## src/rtl/game_state_ctrl_pkg.sv

```systemverilog
// +--------------------------------------------------------------------------+
// | game_pkg : shared types and BCD helper for the game sequencer slice.     |
// | Rev 1.0                                                                  |
// +--------------------------------------------------------------------------+
`default_nettype none

package game_pkg;

   typedef enum logic [1:0] {
      IDLE = 2'd0,
      PLAY = 2'd1,
      HIT  = 2'd2,
      OVER = 2'd3
   } state_t;

   typedef logic [7:0] bcd2_t;

   localparam bcd2_t BCD_MAX = 8'h99;

   // Two-digit packed BCD increment that sticks at 99.
   function automatic bcd2_t bcd_inc(input bcd2_t v);
      bcd2_t r;
      if (v == BCD_MAX)
         r = v;
      else if (v[3:0] == 4'd9)
         r = {v[7:4] + 4'd1, 4'd0};
      else
         r = {v[7:4], v[3:0] + 4'd1};
      return r;
   endfunction

endpackage

`default_nettype wire

```

## src/rtl/game_state_ctrl_if.sv

```systemverilog
// +--------------------------------------------------------------------------+
// | game_if : event inputs and status outputs of the game sequencer.         |
// | Rev 1.0                                                                  |
// +--------------------------------------------------------------------------+
`default_nettype none

interface game_if;
   import game_pkg::*;

   logic   frame_clk;
   logic   collision;
   logic   ground_hit;
   logic   pipe_passed;
   logic   start_key;
   logic   frame_tick;
   logic   game_active;
   logic   blink;
   logic   game_over;
   logic   coll_clr;
   state_t state;
   logic [1:0] lives;
   bcd2_t  score;
   bcd2_t  high_score;

   modport master (
      output frame_clk, collision, ground_hit, pipe_passed, start_key,
      input  frame_tick, game_active, blink, game_over, coll_clr,
             state, lives, score, high_score
   );

   modport slave (
      input  frame_clk, collision, ground_hit, pipe_passed, start_key,
      output frame_tick, game_active, blink, game_over, coll_clr,
             state, lives, score, high_score
   );

endinterface

`default_nettype wire

```

## src/rtl/game_state_ctrl_bcd.sv

```systemverilog
// +--------------------------------------------------------------------------+
// | bcd_score_counter : saturating 2-digit BCD score with greater-than test. |
// | Rev 1.0                                                                  |
// +--------------------------------------------------------------------------+
`default_nettype none

module bcd_score_counter
   import game_pkg::*;
(
   input  wire   Clk,
   input  wire   Reset,
   input  logic  clr_i,
   input  logic  inc_i,
   input  bcd2_t cmp_i,
   output bcd2_t score_o,
   output bcd2_t next_o,
   output logic  gt_o
);

   bcd2_t score_q;
   bcd2_t score_d;

   always_comb begin
      score_d = score_q;
      if (clr_i)
         score_d = '0;
      else if (inc_i)
         score_d = bcd_inc(score_q);
   end

   always_ff @(posedge Clk or posedge Reset) begin
      if (Reset)
         score_q <= '0;
      else
         score_q <= score_d;
   end

   // Valid packed BCD orders exactly like unsigned binary.
   assign gt_o    = (score_d > cmp_i);
   assign score_o = score_q;
   assign next_o  = score_d;

endmodule

`default_nettype wire

```

## src/rtl/game_state_ctrl.sv

```systemverilog
// +--------------------------------------------------------------------------+
// | game_state_ctrl : frame-based crash/life/score sequencer for the game.   |
// | Rev 1.0                                                                  |
// +--------------------------------------------------------------------------+
`default_nettype none

module game_state_ctrl
   import game_pkg::*;
#(
   parameter int LIVES            = 3,
   parameter int HIT_FRAMES       = 2,
   parameter int INVULN_FRAMES    = 90,
   parameter int OVER_HOLD_FRAMES = 60
)(
   input wire    Clk,
   input wire    Reset,
   game_if.slave bus
);

   localparam logic [1:0] c_lives  = 2'(LIVES);
   localparam logic [2:0] c_hits   = 3'(HIT_FRAMES);
   localparam logic [7:0] c_invuln = 8'(INVULN_FRAMES);
   localparam logic [7:0] c_hold   = 8'(OVER_HOLD_FRAMES);

   state_t     state_q;
   logic [1:0] lives_q;
   logic [2:0] hit_cnt_q;
   logic [7:0] invuln_q, hold_q;
   logic       frame_clk_q, start_key_q, hit_latch_q, gnd_latch_q;
   logic       game_active_q, blink_q, game_over_q, coll_clr_q;
   bcd2_t      high_score_q;

   logic       w_frame_tick, w_start_rise, w_frame_hit, w_frame_gnd;
   logic       w_crash, w_score_inc, w_start_play, w_score_gt;
   logic [2:0] w_hit_inc;
   logic [7:0] w_invuln_dec;
   bcd2_t      w_score, w_score_next;

   assign w_frame_tick = bus.frame_clk & ~frame_clk_q;
   assign w_start_rise = bus.start_key & ~start_key_q;
   // Hits arriving in the tick cycle still belong to the frame being closed.
   assign w_frame_hit  = hit_latch_q | bus.collision | bus.ground_hit;
   assign w_frame_gnd  = gnd_latch_q | bus.ground_hit;
   assign w_hit_inc    = hit_cnt_q + 3'd1;
   assign w_crash      = w_frame_tick &
                         (w_frame_gnd | (w_frame_hit & (w_hit_inc >= c_hits)));
   assign w_score_inc  = bus.pipe_passed & ((state_q == PLAY) | (state_q == HIT));
   assign w_start_play = (state_q == IDLE) & w_start_rise;
   assign w_invuln_dec = invuln_q - 8'd1;

   bcd_score_counter u_score (
      .Clk    (Clk),
      .Reset  (Reset),
      .clr_i  (w_start_play),
      .inc_i  (w_score_inc),
      .cmp_i  (high_score_q),
      .score_o(w_score),
      .next_o (w_score_next),
      .gt_o   (w_score_gt)
   );

   always_ff @(posedge Clk or posedge Reset) begin
      if (Reset) begin
         state_q       <= IDLE;
         lives_q       <= c_lives;
         hit_cnt_q     <= '0;
         invuln_q      <= '0;
         hold_q        <= '0;
         frame_clk_q   <= 1'b0;
         start_key_q   <= 1'b0;
         hit_latch_q   <= 1'b0;
         gnd_latch_q   <= 1'b0;
         game_active_q <= 1'b0;
         blink_q       <= 1'b0;
         game_over_q   <= 1'b0;
         coll_clr_q    <= 1'b0;
         high_score_q  <= '0;
      end else begin
         frame_clk_q <= bus.frame_clk;
         start_key_q <= bus.start_key;
         hit_latch_q <= w_frame_tick ? 1'b0 : w_frame_hit;
         gnd_latch_q <= w_frame_tick ? 1'b0 : w_frame_gnd;
         coll_clr_q  <= 1'b0;

         case (state_q)
            IDLE: begin
               if (w_start_rise) begin
                  state_q       <= PLAY;
                  lives_q       <= c_lives;
                  hit_cnt_q     <= '0;
                  coll_clr_q    <= 1'b1;
                  game_active_q <= 1'b1;
               end
            end
            PLAY: begin
               if (w_crash) begin
                  hit_cnt_q <= '0;
                  if (lives_q > 2'd1) begin
                     state_q  <= HIT;
                     lives_q  <= lives_q - 2'd1;
                     invuln_q <= c_invuln;
                     blink_q  <= c_invuln[2];
                  end else begin
                     state_q       <= OVER;
                     lives_q       <= 2'd0;
                     hold_q        <= c_hold;
                     game_active_q <= 1'b0;
                     game_over_q   <= 1'b1;
                     if (w_score_gt)
                        high_score_q <= w_score_next;
                  end
               end else if (w_frame_tick) begin
                  hit_cnt_q <= w_frame_hit ? w_hit_inc : 3'd0;
               end
            end
            HIT: begin
               if (w_frame_tick) begin
                  invuln_q <= w_invuln_dec;
                  if (invuln_q == 8'd1) begin
                     state_q    <= PLAY;
                     blink_q    <= 1'b0;
                     coll_clr_q <= 1'b1;
                  end else begin
                     blink_q <= w_invuln_dec[2];
                  end
               end
            end
            OVER: begin
               if (w_start_rise && (hold_q == 8'd0)) begin
                  state_q     <= IDLE;
                  game_over_q <= 1'b0;
               end else if (w_frame_tick && (hold_q != 8'd0)) begin
                  hold_q <= hold_q - 8'd1;
               end
            end
            default: state_q <= IDLE;
         endcase
      end
   end

   assign bus.frame_tick  = w_frame_tick;
   assign bus.game_active = game_active_q;
   assign bus.blink       = blink_q;
   assign bus.game_over   = game_over_q;
   assign bus.coll_clr    = coll_clr_q;
   assign bus.state       = state_q;
   assign bus.lives       = lives_q;
   assign bus.score       = w_score;
   assign bus.high_score  = high_score_q;

endmodule

`default_nettype wire

```

## src/flat_wrapper.sv

```systemverilog
// flat-port wrapper written by rule: the top's interface ports become plain ports
module game_state_ctrl_flat import game_pkg::*;
#(
   parameter int LIVES            = 3,
   parameter int HIT_FRAMES       = 2,
   parameter int INVULN_FRAMES    = 90,
   parameter int OVER_HOLD_FRAMES = 60
)
  (Clk, Reset, bus_frame_clk, bus_collision, bus_ground_hit, bus_pipe_passed, bus_start_key, bus_frame_tick, bus_game_active, bus_blink, bus_game_over, bus_coll_clr, bus_state, bus_lives, bus_score, bus_high_score);
  game_if bus_i ();
  input wire Clk;
  input wire Reset;
  input wire logic [$bits(bus_i.frame_clk)-1:0] bus_frame_clk;
  input wire logic [$bits(bus_i.collision)-1:0] bus_collision;
  input wire logic [$bits(bus_i.ground_hit)-1:0] bus_ground_hit;
  input wire logic [$bits(bus_i.pipe_passed)-1:0] bus_pipe_passed;
  input wire logic [$bits(bus_i.start_key)-1:0] bus_start_key;
  output wire logic [$bits(bus_i.frame_tick)-1:0] bus_frame_tick;
  output wire logic [$bits(bus_i.game_active)-1:0] bus_game_active;
  output wire logic [$bits(bus_i.blink)-1:0] bus_blink;
  output wire logic [$bits(bus_i.game_over)-1:0] bus_game_over;
  output wire logic [$bits(bus_i.coll_clr)-1:0] bus_coll_clr;
  output wire logic [$bits(bus_i.state)-1:0] bus_state;
  output wire logic [$bits(bus_i.lives)-1:0] bus_lives;
  output wire logic [$bits(bus_i.score)-1:0] bus_score;
  output wire logic [$bits(bus_i.high_score)-1:0] bus_high_score;
  assign bus_i.frame_clk = bus_frame_clk;
  assign bus_i.collision = bus_collision;
  assign bus_i.ground_hit = bus_ground_hit;
  assign bus_i.pipe_passed = bus_pipe_passed;
  assign bus_i.start_key = bus_start_key;
  assign bus_frame_tick = bus_i.frame_tick;
  assign bus_game_active = bus_i.game_active;
  assign bus_blink = bus_i.blink;
  assign bus_game_over = bus_i.game_over;
  assign bus_coll_clr = bus_i.coll_clr;
  assign bus_state = bus_i.state;
  assign bus_lives = bus_i.lives;
  assign bus_score = bus_i.score;
  assign bus_high_score = bus_i.high_score;
  game_state_ctrl #(.LIVES(LIVES), .HIT_FRAMES(HIT_FRAMES), .INVULN_FRAMES(INVULN_FRAMES), .OVER_HOLD_FRAMES(OVER_HOLD_FRAMES)) u_core (.Clk(Clk), .Reset(Reset), .bus(bus_i));
endmodule
```

## config.mk

```make
export PLATFORM = sky130hd
export DESIGN_NAME = game_state_ctrl_flat
export DESIGN_NICKNAME = d
export VERILOG_FILES = /design/src/rtl/game_state_ctrl_pkg.sv /design/src/rtl/game_state_ctrl_if.sv /design/src/rtl/game_state_ctrl_bcd.sv /design/src/rtl/game_state_ctrl.sv /design/src/flat_wrapper.sv
export SDC_FILE = /design/constraint.sdc
export NUM_CORES = 1
export LEC_CHECK = 0
export ABC_AREA = 0
export CAP_MARGIN = 20
export CORE_MARGIN = 4
export CORE_UTILIZATION = 25
export CTS_BUF_LIST = sky130_fd_sc_hd__clkbuf_4
export CTS_CLUSTER_SIZE = 40
export DETAILED_ROUTE_END_ITERATION = 12
export MAX_ROUTING_LAYER = met4
export PLACE_DENSITY_LB_ADDON = 0.1
export SYNTH_ARGS = -nofsm -noshare
export SYNTH_HDL_FRONTEND = slang
export SYNTH_HIERARCHICAL = 1
export SYNTH_SLANG_ARGS = --single-unit
```

## constraint.sdc

```tcl
create_clock -name Clk -period 3.2 [get_ports Clk]
set_input_delay 0.48 -clock Clk [delete_from_list [all_inputs] [get_ports Clk]]
set_output_delay 0.48 -clock Clk [all_outputs]
set_load 0.02 [all_outputs]
```

Yosys cells after proc, flatten, opt, wreduce, memory -nomap -nowiden
Cells that the tools add are included.
{"block": "word_totals", "reg_bits": 47, "input_bits": 7, "output_inout_bits": 25, "elab_cells": 118}
{"block": "op_classes", "add_sub_neg": 6, "order_cmp": 3, "eq_ne": 16, "muxes": 48, "bitwise_logic": 14, "n_reduce_logical": 16}
{"cell": "$mux W8", "n": 11}
{"cell": "$pmux W8 S2", "n": 2}
{"cell": "$mux W1", "n": 16}
{"cell": "$mux W2", "n": 8}
{"cell": "$reduce_and A4 Y1", "n": 4}
{"cell": "$sub A8 B1 Y8 const B", "n": 2}
{"cell": "$mux W3", "n": 4}
{"cell": "$ne A2 B1 Y1 const B", "n": 5}
{"cell": "$reduce_and A5 Y1", "n": 2}
{"cell": "$add A4 B1 Y4 const B", "n": 2}
{"cell": "$eq A8 B1 Y1 const B", "n": 1}
{"cell": "$eq A8 B8 Y1 const B", "n": 1}
{"cell": "$gt A8 B8 Y1", "n": 1}
{"cell": "$logic_not A8 Y1", "n": 1}
{"cell": "$ne A2 B2 Y1 const B", "n": 4}
{"cell": "$pmux W1 S2", "n": 4}
{"cell": "$pmux W2 S4", "n": 1}
{"cell": "$reduce_bool A8 Y1", "n": 1}
{"cell": "$and A1 B1 Y1", "n": 6}
{"cell": "$pmux W3 S2", "n": 1}
{"cell": "$reduce_and A3 Y1", "n": 2}
{"cell": "$reduce_bool A2 Y1", "n": 3}
{"cell": "$or A1 B1 Y1", "n": 5}
{"cell": "$eq A2 B2 Y1 const B", "n": 2}
{"cell": "other kinds (11)", "n": 14}

Logic depth before layout (Yosys ltp)
{"block": "depth", "depth_word": 7, "depth_mapped": 14}

Cells and area by module
Netlist, hierarchy kept.
{"module": "game_state_ctrl", "n_inst": 1, "cells_each": 205, "area_each_um2": 2090.8}
{"module": "bcd_score_counter", "n_inst": 1, "cells_each": 72, "area_each_um2": 641.9}

Worst setup path before layout
OpenSTA, ideal clock, no wires.
{"block": "synth_timing", "path_kind": "reg-to-reg", "from": "register u_core.state_q[0] (netlist: u_core/bus.state[0])", "to": "register u_core.high_score_q[0] (netlist: u_core/bus.high_score[0])", "arrival_ns": 2.921, "setup_slack_ns": 0.154, "stages_incl_launch_ff": 14, "synth_period_minus_slack_ns": 3.046, "path_cell_list": "dfrtp_1 inv_1 ha_1 and2_1 nand2_1 nor3b_4 nor2_1 a211oi_2 ha_1 a21oi_1 o21ai_0 o22a_1 nand3_1 mux2_2"}
{"block": "synth_via", "elab_chain_len": 7, "word_cells_on_any_way": 10, "cone_classes": "1 x order compare; 2 x eq/ne; 2 x mux; 3 x bitwise; 2 x reduce/logical"}
{"element": "from (decl)", "line_no": "game_state_ctrl.sv:25", "source": "state_t state_q;"}
{"element": "from (signal assigned)", "line_no": "game_state_ctrl.sv:64", "source": "state_q <= IDLE;"}
{"element": "from (signal assigned)", "line_no": "game_state_ctrl.sv:88", "source": "state_q <= PLAY;"}
{"element": "from (signal assigned)", "line_no": "game_state_ctrl.sv:99", "source": "state_q <= HIT;"}
{"element": "$eq A2 B1 Y1 / $eq A2 B2 Y1 (equally long branches)", "line_no": "game_state_ctrl.sv:47", "source": "assign w_score_inc = bus.pipe_passed & ((state_q == PLAY) | (state_q == HIT));"}
{"element": "$or A1 B1 Y1 *", "line_no": "game_state_ctrl.sv:47"}
{"element": "$and A1 B1 Y1 *", "line_no": "game_state_ctrl.sv:47"}
{"element": "net u_core.w_score_inc", "line_no": "game_state_ctrl.sv:34", "source": "logic w_crash, w_score_inc, w_start_play, w_score_gt;"}
{"element": "$mux W8 *", "line_no": "game_state_ctrl_bcd.sv:27", "source": "else if (inc_i)"}
{"element": "$mux W8 *", "line_no": "game_state_ctrl_bcd.sv:25", "source": "if (clr_i)"}
{"element": "net u_core.w_score_next[5]", "line_no": "game_state_ctrl.sv:37", "source": "bcd2_t w_score, w_score_next;"}
{"element": "$gt A8 B8 Y1 *", "line_no": "game_state_ctrl_bcd.sv:39", "source": "assign gt_o = (score_d > cmp_i);"}
{"element": "net u_core.w_score_gt", "line_no": "game_state_ctrl.sv:34"}
{"element": "$reduce_and A4 Y1 (no source line) *"}
{"element": "to (signal assigned)", "line_no": "game_state_ctrl.sv:110", "source": "high_score_q <= w_score_next;"}
{"element": "to (decl)", "line_no": "game_state_ctrl.sv:31", "source": "bcd2_t high_score_q;"}
The timed path passes the listed nets; every way through them passes the cells marked *.
A chain may end at the register's enable or synchronous reset.

Final worst setup path
{"block": "layout_timing", "from": "register u_core.state_q[0] (netlist: u_core/bus.state[0])", "to": "register u_core.high_score_q[5] (netlist: u_core/bus.high_score[5])"}
Same word-level chain as after synthesis.

==> impl_metrics.env <==
export IMPL_post_place_cells=456
export IMPL_reg2reg_depth=15
export IMPL_finClkSkew_ns=0.0132
export IMPL_nets=357
export IMPL_cts_sinks=47
export IMPL_drt_initial_drc_count=65
export IMPL_synth_area_top_cells="dfrtp_1 (41%), ha_1 (9.2%), mux2_2 (3.3%), nor2_1 (3.0%), inv_1 (2.9%)"
export IMPL_synth_top_family_by_area="simple AND/OR/NAND/NOR gates"
export IMPL_slew_headroom=0.510
export IMPL_synth_nets=304
export IMPL_grt_remaining_overflow=0
export IMPL_synthMuxAreaShare=0.0517
export IMPL_grt_pass1_wl_um=10900
export IMPL_gp_congestion=0.765
export IMPL_n_fill_cell=1105
export IMPL_setup_slack_ns=0.183
export IMPL_crit_path_start_kind="flop"
export IMPL_clk_pin_slew_worst_paths_ns=0.15
export IMPL_drv_slew=0
export IMPL_synth_warnings=6
export IMPL_dp_slack_ns=-0.227
export IMPL_synth_simple_area_share=0.243
export IMPL_yosysMostFrequentCell="dfrtp_1"
export IMPL_rows=37
export IMPL_cts_buffers=5
export IMPL_vias=2127
export IMPL_antenna_left=0
export IMPL_yosys_area_share_xor_xnor=0.0128
export IMPL_synth_largest_area_cell="dfrtp_1"
export IMPL_die_x_um=113
export IMPL_hpwl_um=4930
export IMPL_crit_arrival_ns=3.27
export IMPL_outcome="complete, no violations"
export IMPL_grt_usage=0.108
export IMPL_seq_area_frac_synth=0.431
export IMPL_hold_violations=0
export IMPL_fmax_mhz=331
export IMPL_final_area_um2=3480
export IMPL_portBuffers=31
export IMPL_period_share=0.943
export IMPL_worst_pin_slew_ns=0.728
export IMPL_yosys_area_top_type_share=0.412
export IMPL_die_y_um=113
export IMPL_core_area_um2=10500
export IMPL_ioPinCount=32
export IMPL_synth_fa_ha_area_frac=0.0916
export IMPL_viasPerCell=4.55
export IMPL_holdBufCountCts=0
export IMPL_endpoint_kind="flop"
export IMPL_drv_cap=0
export IMPL_clock_path_buffers=2
export IMPL_ys_types=55
export IMPL_placed_cell_area_um2=3340
export IMPL_post_synth_cell_area_avg_um2=9.87
export IMPL_hold_ws_ns=0.380
export IMPL_num_antenna_cells=0
export IMPL_ir_worst_vdd_mv=0.329
export IMPL_htreeDepth=2
export IMPL_ys_dominant_reg_cell="dfrtp_1"
export IMPL_synth_enable_flop_cells=0
export IMPL_finalSetupViolations=0
export IMPL_ys_async_sr_fraction=1.00
export IMPL_grt_start_max_net_pins=40
export IMPL_dr_pass1_iters=4
export IMPL_ys_seq_elements=47
export IMPL_layout_min_cycle_time_ns=3.02
export IMPL_synth_compound_area_share=0.128
export IMPL_cts_tree="done"
export IMPL_stdcell_count=467
export IMPL_routed_wl_um=6430
export IMPL_cellPowerDensity_nw_per_um2=761
export IMPL_grt_pass1_vias=2176
export IMPL_ys_top_cells_by_count="dfrtp_1 (45), nor2_1 (22), inv_1 (21)"
export IMPL_fin_tns_setup_ns=0
export IMPL_rsz0062_at_grt="no"
export IMPL_drc_errors=0
export IMPL_critPathMaxFanout=4
export IMPL_drive_above_1_share=0.187
export IMPL_p_leak_nw=1.48
export IMPL_syn_to_final_growth_pct=27.5
export IMPL_min_path_type="input port to async pin"
export IMPL_worstPathRequired_ns=3.45
export IMPL_netlist_area_um2=2730
export IMPL_wl_per_cell_um=13.8
export IMPL_postSynthCellCount=277
export IMPL_die_area_um2=12700
export IMPL_clkLatencyLatePin_ns=0.36
export IMPL_worst_setup_path_type="flop to flop"
export IMPL_antenna_found_initial=0
export IMPL_initial_core_util=0.261
export IMPL_ctsRootBufferMaster="clkbuf_4"
==> layout by cell type (no fill, tap or decap), drive strengths merged, types with 2 or more instances in the layout <==
cell	n
a211oi	2
a21oi	11
a31oi	2
and2	5
buf	24
clkbuf	5
clkdlybuf4s50	31
clkinv	2
dfrtp	45
dfstp	2
ha	20
inv	21
mux2	9
mux2i	4
nand2	18
nand2b	6
nand3	12
nand3b	2
nand4	4
nor2	22
nor2b	5
nor3	7
nor3b	5
nor4	3
nor4b	2
o211ai	2
o21ai	16
o2bb2ai	4
o41ai	2
or3	12
or3b	2
or4b	2
xnor2	2
xor2	2
==> area by class of cell <==
cell class	instances	area (µm²)	area share
Clock buffer	5	37.5	0.0108
Sequential cell	47	1180	0.338
Multi-Input combinational cell	200	1480	0.425
Clock inverter	3	43.8	0.0126
Timing Repair Buffer	55	494	0.142
Inverter	21	78.8	0.0226
Tap cell	136	170	0.0488
==> kinds of logic after synthesis <==
family,after synthesis
AOI/OAI and AO/OA,50
DFF,47
and+or+nand+nor,113
buffers and inverters,30
adders and majority gates,20
xor gates and xnor gates,4
muxes,13
==> state kept, by name, indices dropped and copies added (netlist names) <==
name                    cells
u_core/bus.high_score       8
u_core/hold_q               8
u_core/invuln_q             8
u_core/u_score/score_o      8
u_core/hit_cnt_q            3
u_core/bus.lives            2
u_core/bus.state            2
u_core/bus.blink            1
u_core/bus.coll_clr         1
u_core/bus.game_active      1
u_core/bus.game_over        1
u_core/frame_clk_q          1
u_core/gnd_latch_q          1
u_core/hit_latch_q          1
u_core/start_key_q          1
==> what timing repair did <==
action	4_1_cts	5_1_grt
pin swaps	1	4
gates resized for setup	0	12
endpoints found under the setup margin	8	8
buffers inserted	1	2
gates cloned	0	0
==> per-stage QoR <==
step                       util  power [mW]
final                     0.333        2.65
after detailed placement  0.319        2.24
after CTS                 0.327        2.63
after global placement    0.319        2.24
after global routing      0.333        2.90
after floorplan               -        1.77
==> routing by layer <==
metal,track usage,routed length [µm],up-vias
met4,0.0264,51,0
met1,0.148,3360,1006
met3,0.0205,175,4
met5,-,0,-
met2,0.164,2840,28
li1,-,-,1089
==> worst max-delay path: stages (launching register included) <==
cell and delay [ns]:
dfrtp_1 0.43, inv_2 0.06, ha_1 0.28, and2_4 0.17
nand2_2 0.09, nor3b_4 0.25, nor2_2 0.07, a211oi_4 0.30
ha_4 0.26, buf_4 0.13, nand4_1 0.09, a21oi_1 0.05
o22a_1 0.18, nand3_2 0.08, buf_4 0.13, mux2_2 0.33
==> worst paths after layout <==
path | slack, ns | from | end
setup / recovery | 0.18 | u_core/bus.state[0] | u_core/bus.high_score[5]
hold / removal | 0.38 | Reset | u_core/u_score/score_o[2]
hold reg to reg | 0.52 | u_core/bus.blink | u_core/bus.blink
min in group Clk | 0.52 | u_core/bus.blink | u_core/bus.blink
max in group asynchronous | 2.27 | Reset | u_core/bus.lives[0]
setup reg to reg | 0.18 | u_core/bus.state[0] | u_core/bus.high_score[5]
==> power by group <==
group          switching (mW)  total [mW]  leakage (nW)  internal [mW]
sequential              0.186       0.947         0.589          0.761
combinational           0.697        1.33         0.848          0.637
clock                   0.204       0.369        0.0452          0.165
total                    1.09        2.65          1.48           1.56
Note: power is estimated with default switching activity, not from simulation.
